## src/rtl/mac_t_sched_mq.sv

```systemverilog
// rtl/mac_t_sched_mq.sv - N-channel TX frame scheduler with runt padding and inter-frame gap
// Optional PTP timestamp/type tagging is enabled with the PTP_TAG_EN macro.
module mac_t_sched_mq #(
    parameter int CH_NUM   = 4,
    parameter int LEN_W    = 11,
    parameter int MIN_LEN  = 60,
    parameter int IFG_CYC  = 2,
    parameter int ARB_MODE = 0
) (
    input  logic                      sys_clk,
    input  logic                      rstn_sys,
    output logic [CH_NUM-1:0]         ptr_fifo_rd,
    input  logic [CH_NUM*16-1:0]      ptr_fifo_din,
    input  logic [CH_NUM-1:0]         ptr_fifo_empty,
    output logic [CH_NUM-1:0]         data_fifo_rd,
    input  logic [CH_NUM*8-1:0]       data_fifo_din,
    input  logic [CH_NUM-1:0]         data_fifo_empty,
    output logic                      out_valid,
    input  logic                      out_ready,
    output logic [7:0]                out_data,
    output logic                      out_sop,
    output logic                      out_eop,
    output logic [$clog2(CH_NUM)-1:0] out_ch,
    output logic                      len_err
`ifdef PTP_TAG_EN
    ,
    input  logic [31:0]               counter_ns,
    output logic [31:0]               ptp_ts,
    output logic [3:0]                ptp_type,
    output logic                      ptp_vld
`endif
);

    localparam int CW = $clog2(CH_NUM);
    localparam int GW = $clog2(IFG_CYC + 1) + 1;
    localparam logic [LEN_W-1:0] MIN_L = LEN_W'(MIN_LEN);

    typedef enum logic [2:0] {
        S_IDLE,
        S_PTR,
        S_LEN,
        S_DATA,
        S_PAD,
        S_GAP
    } state_t;

    state_t            state_q;
    logic [CW-1:0]     grant_q, rr_q, grant_d;
    logic              grant_vld;
    int                rr_idx;
    logic [CH_NUM-1:0] ptr_rd_q;
    logic [LEN_W-1:0]  len_q, rd_cnt_q, push_cnt_q, total_len, ptr_len;
    logic [GW-1:0]     gap_q;
    logic              len_err_q, inflight_q;
    logic [1:0]        cnt_q;
    logic [7:0]        d0_q, d1_q, data_byte, push_byte;
    logic              sop0_q, sop1_q, eop0_q, eop1_q;
    logic              rd_go, pad_go, push, push_sop, push_eop, pop, eop_hs;
    logic              unused_ptr_bits;

    assign unused_ptr_bits = ^ptr_fifo_din;

    // Strict: highest non-empty index. Round-robin: first non-empty after last grant.
    always_comb begin
        grant_d   = '0;
        grant_vld = 1'b0;
        rr_idx    = 0;
        if (ARB_MODE == 0) begin
            for (int i = 0; i < CH_NUM; i++) begin
                if (!ptr_fifo_empty[i]) begin
                    grant_d   = CW'(i);
                    grant_vld = 1'b1;
                end
            end
        end else begin
            for (int i = CH_NUM; i >= 1; i--) begin
                rr_idx = (int'(rr_q) + i) % CH_NUM;
                if (!ptr_fifo_empty[rr_idx]) begin
                    grant_d   = CW'(rr_idx);
                    grant_vld = 1'b1;
                end
            end
        end
    end

    assign ptr_len   = ptr_fifo_din[16*grant_q +: LEN_W];
    assign data_byte = data_fifo_din[8*grant_q +: 8];
    assign total_len = (len_q < MIN_L) ? MIN_L : len_q;

    // Reads are throttled so skid entries plus the in-flight byte never exceed two.
    assign rd_go  = (state_q == S_DATA) && !data_fifo_empty[grant_q] &&
                    ((cnt_q + {1'b0, inflight_q}) < 2'd2) && (rd_cnt_q < len_q);
    assign pad_go = (state_q == S_PAD) && !inflight_q && (cnt_q != 2'd2) &&
                    (push_cnt_q < total_len);

    assign push      = inflight_q || pad_go;
    assign push_byte = inflight_q ? data_byte : 8'h00;
    assign push_sop  = (push_cnt_q == '0);
    assign push_eop  = (push_cnt_q == total_len - 1'b1);
    assign out_valid = (cnt_q != 2'd0);
    assign pop       = out_valid && out_ready;
    assign eop_hs    = pop && eop0_q;

    assign data_fifo_rd = rd_go ? (CH_NUM'(1) << grant_q) : '0;
    assign ptr_fifo_rd  = ptr_rd_q;
    assign out_data     = d0_q;
    assign out_sop      = sop0_q;
    assign out_eop      = eop0_q;
    assign out_ch       = grant_q;
    assign len_err      = len_err_q;

    always_ff @(posedge sys_clk or negedge rstn_sys) begin
        if (!rstn_sys) begin
            state_q    <= S_IDLE;
            grant_q    <= '0;
            rr_q       <= '0;
            ptr_rd_q   <= '0;
            len_q      <= '0;
            rd_cnt_q   <= '0;
            push_cnt_q <= '0;
            gap_q      <= '0;
            len_err_q  <= 1'b0;
            inflight_q <= 1'b0;
        end else begin
            ptr_rd_q   <= '0;
            len_err_q  <= 1'b0;
            inflight_q <= rd_go;
            if (push) begin
                push_cnt_q <= push_cnt_q + 1'b1;
            end
            case (state_q)
                S_IDLE: begin
                    if (grant_vld) begin
                        grant_q  <= grant_d;
                        rr_q     <= grant_d;
                        ptr_rd_q <= CH_NUM'(1) << grant_d;
                        state_q  <= S_PTR;
                    end
                end
                S_PTR: state_q <= S_LEN;
                S_LEN: begin
                    len_q      <= ptr_len;
                    rd_cnt_q   <= '0;
                    push_cnt_q <= '0;
                    if (ptr_len == '0) begin
                        len_err_q <= 1'b1;
                        gap_q     <= GW'(IFG_CYC);
                        state_q   <= S_GAP;
                    end else begin
                        state_q <= S_DATA;
                    end
                end
                S_DATA: begin
                    if (rd_go) begin
                        rd_cnt_q <= rd_cnt_q + 1'b1;
                    end
                    if ((rd_cnt_q == len_q) && (len_q < MIN_L)) begin
                        state_q <= S_PAD;
                    end else if (eop_hs) begin
                        gap_q   <= GW'(IFG_CYC);
                        state_q <= S_GAP;
                    end
                end
                S_PAD: begin
                    if (eop_hs) begin
                        gap_q   <= GW'(IFG_CYC);
                        state_q <= S_GAP;
                    end
                end
                S_GAP: begin
                    if (gap_q <= GW'(1)) begin
                        state_q <= S_IDLE;
                    end else begin
                        gap_q <= gap_q - 1'b1;
                    end
                end
                default: state_q <= S_IDLE;
            endcase
        end
    end

    // Two-entry skid buffer; entry 0 is the head driving out_*.
    always_ff @(posedge sys_clk or negedge rstn_sys) begin
        if (!rstn_sys) begin
            cnt_q  <= 2'd0;
            d0_q   <= 8'h00;
            d1_q   <= 8'h00;
            sop0_q <= 1'b0;
            sop1_q <= 1'b0;
            eop0_q <= 1'b0;
            eop1_q <= 1'b0;
        end else begin
            cnt_q <= cnt_q + {1'b0, push} - {1'b0, pop};
            if (pop && (!push || cnt_q == 2'd2)) begin
                d0_q   <= d1_q;
                sop0_q <= sop1_q;
                eop0_q <= eop1_q;
            end
            if (push) begin
                if (cnt_q == 2'd0 || (cnt_q == 2'd1 && pop)) begin
                    d0_q   <= push_byte;
                    sop0_q <= push_sop;
                    eop0_q <= push_eop;
                end else begin
                    d1_q   <= push_byte;
                    sop1_q <= push_sop;
                    eop1_q <= push_eop;
                end
            end
        end
    end

`ifdef PTP_TAG_EN
    logic [LEN_W-1:0] acc_idx_q;
    logic [31:0]      ts_q;
    logic [3:0]       type_q;
    logic             m12_q, m13_q, ptp_vld_q;

    // Bytes 12..13 carry the EtherType; 0x88F7 marks a PTP frame.
    always_ff @(posedge sys_clk or negedge rstn_sys) begin
        if (!rstn_sys) begin
            acc_idx_q <= '0;
            ts_q      <= '0;
            type_q    <= '0;
            m12_q     <= 1'b0;
            m13_q     <= 1'b0;
            ptp_vld_q <= 1'b0;
        end else begin
            ptp_vld_q <= eop_hs && m12_q && m13_q;
            if (pop) begin
                acc_idx_q <= eop0_q ? '0 : acc_idx_q + 1'b1;
                if (sop0_q) begin
                    ts_q <= counter_ns;
                end
                if (acc_idx_q == LEN_W'(12)) begin
                    m12_q <= (d0_q == 8'h88);
                end
                if (acc_idx_q == LEN_W'(13)) begin
                    m13_q <= (d0_q == 8'hF7);
                end
                if (acc_idx_q == LEN_W'(14)) begin
                    type_q <= d0_q[3:0];
                end
            end
        end
    end

    assign ptp_ts   = ts_q;
    assign ptp_type = type_q;
    assign ptp_vld  = ptp_vld_q;
`endif

endmodule

```

## config.mk

```make
export PLATFORM = sky130hd
export DESIGN_NAME = mac_t_sched_mq
export DESIGN_NICKNAME = d
export VERILOG_FILES = /design/src/rtl/mac_t_sched_mq.sv
export SDC_FILE = /design/constraint.sdc
export NUM_CORES = 1
export LEC_CHECK = 0
export ABC_AREA = 1
export ABC_CLOCK_PERIOD_IN_PS = 2600
export CORE_MARGIN = 5
export CORE_UTILIZATION = 40
export DETAILED_ROUTE_END_ITERATION = 8
export GPL_ROUTABILITY_DRIVEN = 0
export PLACE_DENSITY_LB_ADDON = 0.25
export RECOVER_POWER = 50
export SLEW_MARGIN = 5
export SYNTH_ARGS = -nofsm -noshare
export SYNTH_HDL_FRONTEND = slang
export SYNTH_SLANG_ARGS = --single-unit
```

## constraint.sdc

```tcl
create_clock -name sys_clk -period 2.6 [get_ports sys_clk]
set_clock_uncertainty 0.1 [all_clocks]
set_input_delay 0.78 -clock sys_clk [delete_from_list [all_inputs] [get_ports sys_clk]]
set_output_delay 0.78 -clock sys_clk [all_outputs]
set_load 0.02 [all_outputs]
```

==> results.md <==
- Critical path buffer and inverter count: 2
- Reg power frac: 0.188
- Leakage: approximately 3.7 nW
- Maxcap violations: 0
- Cell mode on critical path: o21ai_2
- Tot GR Track Use: 0.216
- Die area: about 0.015 sq mm
- Hold Vio Cnt, Final: 0
- Clock network fraction of design power: 0.149
- Starting Density: 0.409
- Type of destination of the critical path: output port
- Critical Path Fanout Max: 5
- Post-DP Area: 0.00706 sq mm
- Cell variety after synth: 42
- Fmax: about 360 MHz
- Vias: approximately 5600
- Filler Cells Inserted: approximately 1200
- Final setup fails: 9
- Mapped cell area: 0.00518 sq mm
- Crit path cell chain: inv_2, ha_4, a21oi_2, o21ai_2, nor2_2, o21ai_2, nand2_2, nand2_4, nor3_2, buf_4
- Port Buf Inserts: approximately 110
- Net Switching: 0.00381 W
- Crit path required time: roughly 1.7 ns
- TritonCTS buffer count: 9
- Failing checks: negative setup slack
- Worst-path clk slew: around 0.060 ns
- Peak supply drop: ~530 uV
- Area delta synth->final: 52.1%
- Status: finished, violations left
- Sequential share of the synthesized area: 0.334
- Die H: between 100 and 150 um
- Slew @ Worst Pin: 0.991 ns
- Yosys warns: 0
- DRT antenna net count: 0
- Remaining Overflow, GRT: 0
- Initial antenna violation count: 0
- CTS Sinks: 69
- Ys flop type: dfrtp_1
- Worst path arrival time: roughly 1.9 ns
- PD cells: approximately 1100 mW/mm^2
- Max stage delay on crit path: 0.39 ns
- Min cycle time layout: approximately 2.8 ns
- Pre-CTS setup slack: -0.716 ns
- Hold EP: gap_q[1]$_DFFE_PN0P_
- Cell area after layout: roughly 0.008 sq mm
- R2R depth: 21
- Reg2reg start: len_q[6]$_DFFE_PN0P_
- Sw frac: 0.456
- Layout cell share with drive strength beyond 1: 0.240
- Hold Path Class: reg -> reg
- Slew HR: 0.339
- Max H-tree Level: 3
- Diode count: 0
- RSZ-0062 raised after global routing: yes
- Clk_lat worst skew: 0.35 ns
- Util after Layout: 0.621
- DR DRC count: 0
- CTS tree: built
- Top Ports: about 130
- Largest net degree at the start of global routing: 38
- Hold wc startpoint: gap_q[1]$_DFFE_PN0P_
- Crit Path Category: reg -> out
- Gate power share: 0.663
- Worst reg2reg setup slack: -0.17 ns
- Post-Route WL: roughly 17000 um
- Clock tree buffer depth: 2
- Period utilization: 1.08
- Detail Placement HPWL: 12400 um
- Syn Inst Count: ~740
- FP Rows: about 40
- Reg-to-reg endpoint: cnt_q[1]$_DFF_PN0_
- Final #Nets: approximately 1100
- WL/cell: 14.8 um
- First-pass GRT wire length: 25600 um
- Slew Limit Fails: 0
- Post-synthesis net count: approximately 900
- FFs w/ async S/R, synth: 1.00
- Vias in the first global route: roughly 5400
- Number of iterations in the first detailed-routing pass: 5
- Worst Hold Depth: 2
- Power consumption: 0.00835 W
- Critical path startpoint category: flop
- Slowest-stage cell, CP: dfrtp_1
- Worst setup margin: -0.202 ns
- Via density: between 5 and 6
- Clk root buf: clkbuf_16
- Core area: roughly 0.013 sq mm
- Drt first-iter violations: 472
- Die width: between 100 and 150 um
- Int Pwr: 0.00455 W
- FF+latch count, synth: 69
- Syn_area_per_cell: 7.01 sq um
- Post-synth EDFFs: 0
- Crit path max-delay family: simple AND/OR/NAND/NOR gates
## power groups by stage
stage / combinational (W) / sequential [W] / clock, W
after CTS: 0.00508 / 0.00156 / 0.00127
after detailed placement: 0.00475 / 0.00157 / 0
after global routing: 0.00612 / 0.00161 / 0.00133
after floorplan: 0.00277 / 0.00169 / 0
final: 0.00554 / 0.00157 / 0.00125
after global placement: 0.00470 / 0.00155 / 0
## logic make-up (layout without fill, tap and decap cells)
logic type	Yosys count	count (layout)	share of synthesized area
and+or+nand+nor	405	406	0.359
xor gates and xnor gates	13	13	0.0220
DFF	69	69	0.334
AOI/OAI and AO/OA	106	106	0.117
buffers and inverters	115	325	0.0952
adders and majority gates	30	30	0.0725
## worst reg2reg max path, delay by kind of cell, from the launching register on
family / cells / cell delay [ns]
compound gates: 1 / 0.08
xor+xnor: 2 / 0.27
fa+ha+maj: 3 / 0.63
buf+inv: 5 / 0.30
flops: 1 / 0.39
simple gates: 10 / 0.89
## area by class of cell
type,instances,area [sq um],area share
sequential,69,1730,0.220
clock buffer,9,225,0.0286
timing repair buffer,216,1970,0.250
clock inverter,7,75.1,0.00954
multi-input combinational,555,3310,0.421
inverter,93,349,0.0443
tap,172,215,0.0273
## how the worst max path moves through the flow
stage,start,cells past startpoint,endpoint
floorplan,len_q[7]$_DFFE_PN0P_,20,cnt_q[1]$_DFF_PN0_
global placement,data_fifo_empty[1],7,data_fifo_rd[2]
detailed placement,data_fifo_empty[1],7,data_fifo_rd[3]
CTS,rd_cnt_q[4]$_DFFE_PN0P_,9,data_fifo_rd[3]
global route,len_q[10]$_DFFE_PN0P_,21,cnt_q[1]$_DFF_PN0_
finish,len_q[2]$_DFFE_PN0P_,10,data_fifo_rd[3]
## what timing repair did
action	CTS	global route
hold buffers	0	0
pin swaps	22	30
setup endpoints to repair	29	38
gates resized for setup	50	71
cloned	2	1
buffers inserted	10	4
## cell usage in the layout, fill, tap and decap left out, types with 5 or more instances in the layout
| master | netlist | routed |
|---|---|---|
| nand2_2 | 8 | 10 |
| dfrtp_1 | 69 | 68 |
| nor2_1 | 56 | 49 |
| nand2_4 | 3 | 10 |
| a21oi_2 | 2 | 8 |
| buf_6 | 6 | 12 |
| o21ai_1 | 4 | 7 |
| nor3_1 | 17 | 12 |
| inv_1 | 87 | 76 |
| inv_2 | 5 | 17 |
| nand2_1 | 201 | 191 |
| ha_4 | 0 | 11 |
| clkbuf_16 | 0 | 10 |
| o21ai_2 | 2 | 7 |
| nor2_2 | 7 | 11 |
| nor3_2 | 1 | 5 |
| o21ai_0 | 42 | 34 |
| nor4_1 | 7 | 7 |
| buf_4 | 2 | 95 |
| xor2_1 | 8 | 8 |
| nand3_1 | 77 | 77 |
| a22o_1 | 7 | 7 |
| clkdlybuf4s50_1 | 0 | 100 |
| a21oi_1 | 34 | 28 |
| nand4_1 | 14 | 14 |
| ha_1 | 30 | 19 |
| a22oi_1 | 7 | 6 |
| nor2_4 | 2 | 5 |
## cells in the mapped netlist (3+ instances only)
library cell	number	share of area
a21oi_1	34	0.033
nand3_2	4	0.0077
nand4_1	14	0.017
nor2_1	56	0.041
xor2_1	8	0.014
a22oi_1	7	0.010
o21ai_0	42	0.041
dfrtp_1	69	0.33
inv_2	5	0.0036
nand2_4	3	0.0065
nor3_1	17	0.016
clkbuf_1	7	0.0051
inv_1	87	0.063
nand2_2	8	0.0097
ha_1	30	0.073
nor2_2	7	0.0085
xnor2_1	5	0.0085
a22o_1	7	0.012
o21ai_1	4	0.0039
buf_6	6	0.013
nor4_1	7	0.0085
nand2_1	201	0.15
buf_2	7	0.0068
nand3_1	77	0.074
## sequential cells by signal (all words and copies together), names as in the netlist
name / flops
len_q: 11
push_cnt_q: 11
rd_cnt_q: 11
d1_q: 8
out_data: 8
ptr_fifo_rd: 4
gap_q: 3
state_q: 3
cnt_q: 2
out_ch: 2
eop1_q: 1
inflight_q: 1
len_err: 1
out_eop: 1
out_sop: 1
sop1_q: 1
## stage by stage
| step | hold WS (ns) | std cells | TNS [ns] |
|---|---|---|---|
| after floorplan | 0.340 | 738 | -0.179 |
| after global placement | 0.357 | 1089 | -5.31 |
| after detailed placement | 0.365 | 1089 | -6.08 |
| after CTS | 0.289 | 1117 | -1.36 |
| after global routing | 0.408 | 1121 | -5.23 |
| final | 0.371 | 1121 | -0.928 |
## layer usage
metal | share of wire | track usage
met5 | 0 | 0
met1 | 0.42 | 0.269
met4 | 0.036 | 0.0900
met3 | 0.056 | 0.0568
met2 | 0.49 | 0.353
No activity file was read; power rests on OpenSTA's default activity.
